==> src/rtl/aq_ifu_btb_pkg.sv <==
// rtl/aq_ifu_btb_pkg.sv - shared sizing and FSM encoding for the IFU BTB controller
package aq_ifu_btb_pkg;
    localparam int ENTRY_NUM  = 16;
    localparam int INV_GRP    = 4;
    localparam int ADDR_WIDTH = 16;
    localparam int GRP_NUM    = ENTRY_NUM / INV_GRP;
    localparam int CNT_W      = (GRP_NUM > 1) ? $clog2(GRP_NUM) : 1;
    localparam int IDX_W      = $clog2(ENTRY_NUM);

    typedef enum logic [1:0] {
        IDLE = 2'd0,
        WR   = 2'd1,
        INV  = 2'd2
    } btb_state_t;
endpackage

==> src/rtl/aq_ifu_btb_victim.sv <==
// rtl/aq_ifu_btb_victim.sv - BTB victim selection: round-robin, or tree pseudo-LRU with AQ_IFU_BTB_PLRU_EN
module aq_ifu_btb_victim #(
    parameter int N  = 16,
    parameter int IW = $clog2(N)
) (
    input  logic          btb_entry_clk,
    input  logic          cpurst_b,
    input  logic          advance,
    input  logic          wr_touch_vld,
    input  logic [IW-1:0] wr_touch_idx,
    input  logic          rd_touch_vld,
    input  logic [IW-1:0] rd_touch_idx,
    input  logic          clear,
    output logic [N-1:0]  victim_oh
);
`ifdef AQ_IFU_BTB_PLRU_EN
    logic [N-2:0] tree;
    logic [N-2:0] tree_rd;
    logic [N-2:0] tree_nxt;
    logic [IW-1:0] vic_idx;
    logic          unused_adv;

    assign unused_adv = advance;

    // Each node on the touched path is pointed away from the touched leaf.
    function automatic logic [N-2:0] plru_touch(input logic [N-2:0] t, input logic [IW-1:0] idx);
        logic [N-2:0] r;
        int node;
        r    = t;
        node = 0;
        for (int l = 0; l < IW; l++) begin
            r[node] = ~idx[IW-1-l];
            node    = 2 * node + 1 + int'(idx[IW-1-l]);
        end
        return r;
    endfunction

    always_comb begin
        tree_rd  = rd_touch_vld ? plru_touch(tree, rd_touch_idx) : tree;
        tree_nxt = wr_touch_vld ? plru_touch(tree_rd, wr_touch_idx) : tree_rd;
    end

    always_ff @(posedge btb_entry_clk or negedge cpurst_b) begin
        if (!cpurst_b) begin
            tree <= '0;
        end else if (clear) begin
            tree <= '0;
        end else begin
            tree <= tree_nxt;
        end
    end

    always_comb begin
        int node;
        node    = 0;
        vic_idx = '0;
        for (int l = 0; l < IW; l++) begin
            vic_idx[IW-1-l] = tree[node];
            node            = 2 * node + 1 + int'(tree[node]);
        end
        victim_oh          = '0;
        victim_oh[vic_idx] = 1'b1;
    end
`else
    logic [IW-1:0] ptr;
    logic          unused_touch;

    assign unused_touch = wr_touch_vld | rd_touch_vld | (|wr_touch_idx) | (|rd_touch_idx);

    always_ff @(posedge btb_entry_clk or negedge cpurst_b) begin
        if (!cpurst_b) begin
            ptr <= '0;
        end else if (clear) begin
            ptr <= '0;
        end else if (advance) begin
            ptr <= ptr + IW'(1);
        end
    end

    assign victim_oh = N'(1) << ptr;
`endif
endmodule

==> src/rtl/aq_ifu_btb_ctrl.sv <==
// rtl/aq_ifu_btb_ctrl.sv - IFU BTB update/invalidate sequencer; AQ_IFU_BTB_PLRU_EN selects PLRU replacement
module aq_ifu_btb_ctrl
    import aq_ifu_btb_pkg::*;
(
    input  logic                  btb_entry_clk,
    input  logic                  cpurst_b,
    input  logic                  cp0_ifu_btb_en,
    input  logic                  cp0_ifu_btb_inv,
    input  logic                  bru_upd_vld,
    input  logic [ADDR_WIDTH-1:0] bru_upd_tag,
    input  logic [ADDR_WIDTH-1:0] bru_upd_tgt,
    output logic                  bru_upd_rdy,
    input  logic [ENTRY_NUM-1:0]  btb_entry_wr_hit_x,
    input  logic [ENTRY_NUM-1:0]  btb_entry_rd_hit_x,
    input  logic                  ifu_btb_rd_vld,
    output logic [ADDR_WIDTH-1:0] btb_wr_acc_tag,
    output logic [ADDR_WIDTH-1:0] btb_upd_tag,
    output logic [ADDR_WIDTH-1:0] btb_upd_tgt,
    output logic [ENTRY_NUM-1:0]  btb_entry_upd_x,
    output logic [ENTRY_NUM-1:0]  btb_entry_updg_x,
    output logic [ENTRY_NUM-1:0]  btb_entry_clr_x,
    output logic [ENTRY_NUM-1:0]  btb_entry_clrg_x,
    output logic                  btb_inv_busy,
    output logic                  btb_inv_done
);
    btb_state_t            state;
    logic                  inv_pend;
    logic [ADDR_WIDTH-1:0] req_tag;
    logic [ADDR_WIDTH-1:0] req_tgt;
    logic [CNT_W-1:0]      inv_cnt;
    logic [ENTRY_NUM-1:0]  hit_oh;
    logic [ENTRY_NUM-1:0]  victim_oh;
    logic [ENTRY_NUM-1:0]  upd_oh;
    logic [ENTRY_NUM-1:0]  clr_oh;
    logic                  any_hit;
    logic                  inv_last;
    logic                  inv_start;
    logic [IDX_W-1:0]      wr_idx;
    logic                  rd_touch_vld;
    logic [IDX_W-1:0]      rd_touch_idx;

    assign bru_upd_rdy = (state == IDLE) && cp0_ifu_btb_en && !inv_pend;
    assign any_hit     = |btb_entry_wr_hit_x;
    assign hit_oh      = btb_entry_wr_hit_x & (~btb_entry_wr_hit_x + ENTRY_NUM'(1));
    assign upd_oh      = (state == WR) ? (any_hit ? hit_oh : victim_oh) : '0;
    assign inv_last    = (state == INV) && (inv_cnt == CNT_W'(GRP_NUM - 1));
    // A fresh pulse inside a sweep restarts it, so the aborted pass never reports done.
    assign inv_start   = ((state == IDLE) && inv_pend) || ((state == INV) && cp0_ifu_btb_inv);

    always_comb begin
        clr_oh = '0;
        if (state == INV) begin
            clr_oh[inv_cnt * INV_GRP +: INV_GRP] = '1;
        end
    end

    always_comb begin
        wr_idx = '0;
        for (int i = ENTRY_NUM - 1; i >= 0; i--) begin
            if (upd_oh[i]) wr_idx = IDX_W'(i);
        end
    end

`ifdef AQ_IFU_BTB_PLRU_EN
    assign rd_touch_vld = ifu_btb_rd_vld && (|btb_entry_rd_hit_x);
    always_comb begin
        rd_touch_idx = '0;
        for (int i = ENTRY_NUM - 1; i >= 0; i--) begin
            if (btb_entry_rd_hit_x[i]) rd_touch_idx = IDX_W'(i);
        end
    end
`else
    logic unused_rd;
    assign unused_rd    = ifu_btb_rd_vld | (|btb_entry_rd_hit_x);
    assign rd_touch_vld = 1'b0;
    assign rd_touch_idx = '0;
`endif

    aq_ifu_btb_victim #(.N(ENTRY_NUM)) u_victim (
        .btb_entry_clk (btb_entry_clk),
        .cpurst_b      (cpurst_b),
        .advance       ((state == WR) && !any_hit),
        .wr_touch_vld  (state == WR),
        .wr_touch_idx  (wr_idx),
        .rd_touch_vld  (rd_touch_vld),
        .rd_touch_idx  (rd_touch_idx),
        .clear         (btb_inv_done),
        .victim_oh     (victim_oh)
    );

    always_ff @(posedge btb_entry_clk or negedge cpurst_b) begin
        if (!cpurst_b) begin
            state    <= IDLE;
            inv_pend <= 1'b0;
            req_tag  <= '0;
            req_tgt  <= '0;
            inv_cnt  <= '0;
        end else begin
            case (state)
                IDLE: begin
                    if (inv_pend) begin
                        state   <= INV;
                        inv_cnt <= '0;
                    end else if (bru_upd_vld && bru_upd_rdy) begin
                        state   <= WR;
                        req_tag <= bru_upd_tag;
                        req_tgt <= bru_upd_tgt;
                    end
                end
                WR: state <= IDLE;
                INV: begin
                    if (cp0_ifu_btb_inv) begin
                        inv_cnt <= '0;
                    end else if (inv_last) begin
                        state   <= IDLE;
                        inv_cnt <= '0;
                    end else begin
                        inv_cnt <= inv_cnt + CNT_W'(1);
                    end
                end
                default: state <= IDLE;
            endcase
            if (inv_start) begin
                inv_pend <= 1'b0;
            end else if (cp0_ifu_btb_inv) begin
                inv_pend <= 1'b1;
            end
        end
    end

    assign btb_wr_acc_tag   = req_tag;
    assign btb_upd_tag      = req_tag;
    assign btb_upd_tgt      = req_tgt;
    assign btb_entry_upd_x  = upd_oh;
    assign btb_entry_updg_x = upd_oh;
    assign btb_entry_clr_x  = clr_oh;
    assign btb_entry_clrg_x = clr_oh;
    assign btb_inv_busy     = inv_pend || (state == INV);
    assign btb_inv_done     = inv_last && !cp0_ifu_btb_inv;
endmodule

==> config.mk <==
export PLATFORM = sky130hd
export DESIGN_NAME = aq_ifu_btb_ctrl
export DESIGN_NICKNAME = d
export VERILOG_FILES = /design/src/rtl/aq_ifu_btb_pkg.sv /design/src/rtl/aq_ifu_btb_victim.sv /design/src/rtl/aq_ifu_btb_ctrl.sv
export SDC_FILE = /design/constraint.sdc
export NUM_CORES = 1
export LEC_CHECK = 0
export CELL_PAD_IN_SITES_DETAIL_PLACEMENT = 0
export CELL_PAD_IN_SITES_GLOBAL_PLACEMENT = 2
export CORE_ASPECT_RATIO = 0.7
export CORE_MARGIN = 10
export CORE_UTILIZATION = 19
export DETAILED_ROUTE_END_ITERATION = 7
export GPL_TIMING_DRIVEN = 0
export HOLD_SLACK_MARGIN = 0.1
export PLACE_DENSITY = 0.84
export SLEW_MARGIN = 0
export SYNTH_ARGS = -nofsm -noshare
export SYNTH_HDL_FRONTEND = slang
export SYNTH_SLANG_ARGS = --single-unit
export TNS_END_PERCENT = 30
==> constraint.sdc <==
create_clock -name btb_entry_clk -period 2.4 [get_ports btb_entry_clk]
set_clock_uncertainty 0.05 [all_clocks]
set_input_delay 0.36 -clock btb_entry_clk [delete_from_list [all_inputs] [get_ports btb_entry_clk]]
set_output_delay 0.36 -clock btb_entry_clk [all_outputs]
set_load 0.01 [all_outputs]
==> results.md <==
* I/O pin count at 185
* Status: finished, violations left
* Placed Cells at 603
* Worst slew pin tran at 0.583 ns
* Number of synthesized flops with an enable pin at 0
* Pwr Density at 953 nW/um^2
* Gr usage total at 9.74%
* Total wire length at 9.73 mm
* Mux share of post-synthesis cell area at 14.1%
* Post-route setup TNS at -0.00614 ns
* Final number of setup-violating endpoints at 1
* Yosys top cell by area: dfrtp_1
* Share of the yosys chip area belonging to registers at 39.0%
* Vias in the first global route at 2779
* Starting Density at 19.7%
* Clock share of power at 14.4%
* Residual DRC at 0
* Design area at 5040 um^2
* Sw Ratio at 31.8%
* Critical Path RT at 1.99 ns
* Post-Syn Area at 2630 um^2
* Post-route clock period utilization at 100%
* Vias at 2481
* Synth top area share at 39.0%
* H-tree Lvls at 2
* Adder-Cell Fraction of Synth Area at 4.75%
* Final nets at 524
* Fillers at 1340
* CP max FO at 6
* Maximum clock frequency at 416 MHz
* CP peak stage delay at 0.28 ns
* Compound-Gate Fraction of Synth Area at 6.65%
* CTS tree: yes
* Post-synth top flop: dfrtp_1
* DP HPWL at 7.75 mm
* Post-layout min period at 2.41 ns
* Most common cell after layout, fill and taps aside: clkdlybuf4s50_1
* Reg clk slew, reported paths at 0.07 ns
* Max IR drop VDD at 0.000597 V
* Largest family of logic cells by synthesized area: buffers and inverters
* Lkg Pwr at 2.24 nW
* Initial drt markers at 69
* XOR/XNOR share of the synthesized area at 0%
* Relative slew slack at 60.6%
* Area Growth Syn to Fin at 91.4%
* Share of cells above drive strength 1 at 47.6%
* Final Max Slew Viols at 0
* Top cells by area, synth: dfrtp_1 (39%), buf_4 (17%), mux2_2 (14%), ha_1 (4.8%), nor4_4 (3.2%)
* Setup CP Type: primary input to primary output
* Seq cells post-synth at 41
* FP Rows at 35
* Synth unique cells at 40
* Die Y at 119 um
* CTS sink count at 41
* Core ar. at 13400 um^2
* Routed wire length per instance at 15.4 um
* Hold crit path type: primary input to asynchronous set/reset pin
* Slowest CP cell: nor4_4
* Final Util at 37.8%
* DIE AREA at 19000 um^2
* GPL Wtd Cong at 0.763
* ANT nets after route at 0
* CTS root buf: clkbuf_16
* N_diodes at 0
* PortBufs at 167
* Num CTS Buffers at 5
* Die Wd at 161 um
* Post-Syn Area per Cell at 10.5 um^2
* Sequential power share at 25.2%
* Internal at 3.28 mW
* Hold Vio Cnt, Final at 0
* Failing checks: setup timing
* TritonRoute pass-1 iters at 4
* Most used cell along the critical path: buf_4
* Dpl ws at -0.976 ns
* Crit path launch type: primary input
* Worst setup margin at -0.00614 ns
* Net switching power at 1.53 mW
* Max Cap Viol at 0
* Unrepaired setup endpoints after global routing: true
* Comb power frac at 60.4%
* Synth Warn # at 0
* Post-synth ARST share at 100%
* Most frequent cells in the layout: clkdlybuf4s50_1 (117), buf_4 (83), dfrtp_1 (39)
* Post-DP Area at 4550 um^2
* Clock Path Buffers at 2
* Cells after synthesis at 250
* Endpoint class of the critical path: primary output
* Non-Filler Instances at 630
* Simple-gate share of the synthesized area at 15.2%
* Initial antenna violation count at 0
* First-pass GRT wire length at 15.2 mm
* Grt total ovfl at 0
* Post-synthesis net count at 330
* Vias per inst at 3.94
* Worst-path cell chain: buf_2 > nor4_4 > buf_4 > buf_4 > and3_4 > nand3_4 > o21ai_2 > buf_4 > dlygate4sd2_1
* Largest net degree at the start of global routing at 34
* Worst skew pair latency at 0.29 ns
* CP arrival at 2.00 ns
power groups by stage:
stage / sequential (mW) / combinational, mW / clock, mW
6_report: 1.21 / 2.90 / 0.690
5_1_grt: 1.26 / 3.11 / 0.755
4_1_cts: 1.22 / 2.96 / 0.728
3_5_place_dp: 1.22 / 2.93 / 0
3_3_place_gp: 1.20 / 2.90 / 0
2_1_floorplan: 1.32 / 1.16 / 0
final timing paths:
path / start / to / slack [ns] / depth (start not counted)
max: btb_entry_wr_hit_x[14] / btb_entry_updg_x[3] / -0.006 / 9
min: cpurst_b / btb_upd_tag[12] / 0.41 / 2
max reg2reg: state[1] / btb_upd_tgt[2] / 0.51 / 4
min reg2reg: btb_upd_tgt[14] / btb_upd_tgt[14] / 0.46 / 1
max in group asynchronous: cpurst_b / state[1] / 1.42 / 3
min in group btb_entry_clk: btb_upd_tgt[14] / btb_upd_tgt[14] / 0.46 / 1
cells in the mapped netlist, drive strengths merged (2+ instances only):
master	instances
a21oi	10
a31oi	2
and2	6
and3	2
buf	63
clkbuf	3
dfrtp	41
ha	10
inv	11
mux2	33
nand2	13
nand2b	3
nand3	6
nand4	4
nor2	2
nor2b	4
nor3	3
nor4	5
o21ai	13
or3	3
sequential cells by signal, summed over array words and instances, names as in the netlist:
signal / count
inv_pend: 1
state: 2
u_victim.ptr: 4
btb_upd_tgt: 16
btb_upd_tag: 16
inv_cnt: 2
metal layers:
layer | GRT usage, % | vias to the layer above | part of all wire [%]
met2 | 16.1 | 96 | 47
met5 | 0 | - | 0
met1 | 10.7 | 1184 | 41
li1 | - | 1196 | -
met3 | 5.93 | 5 | 11
met4 | 1.36 | 0 | 0.32
cells by family after synthesis:
family                     count (synthesis)
DFF                                       41
adders and majority gates                 10
and+or+nand+nor                           58
buffers and inverters                     77
AOI/OAI and AO/OA                         31
muxes                                     33
final cells by class:
type / instances / area (um^2) / share of cell area [%]
inverters: 11 / 41.3 / 0.819
multi-input cells: 132 / 1350 / 26.7
plain buffers: 64 / 489 / 9.70
flip-flops and latches: 41 / 1030 / 20.4
repair buffers: 189 / 1760 / 34.8
well taps: 185 / 231 / 4.59
clock inverters: 3 / 25.0 / 0.496
clock buffers: 5 / 125 / 2.48
metrics by stage:
step | hold WS [ns] | total power, mW
after floorplan | 0.0144 | 2.48
after global placement | 0.437 | 4.10
after detailed placement | 0.185 | 4.15
after CTS | 0.404 | 4.91
final | 0.411 | 4.81
after global routing | 0.436 | 5.13
critical path: cells and delay by family:
kind                   cells  cell delay, ns
AO/OA/AOI/OAI              1            0.20
buffers and inverters      5            0.81
AND/OR/NAND/NOR            3            0.63
timing repair:
| item | CTS | global route |
|---|---|---|
| gates cloned | 0 | 0 |
| hold endpoints to repair | 8 | 0 |
| pin swaps | 21 | 11 |
| setup endpoints to repair | 66 | 40 |
| hold buffers | 1 | 0 |
| gates resized for setup | 166 | 56 |
| buffers inserted | 14 | 6 |
No activity file was read; power rests on OpenSTA's default activity.
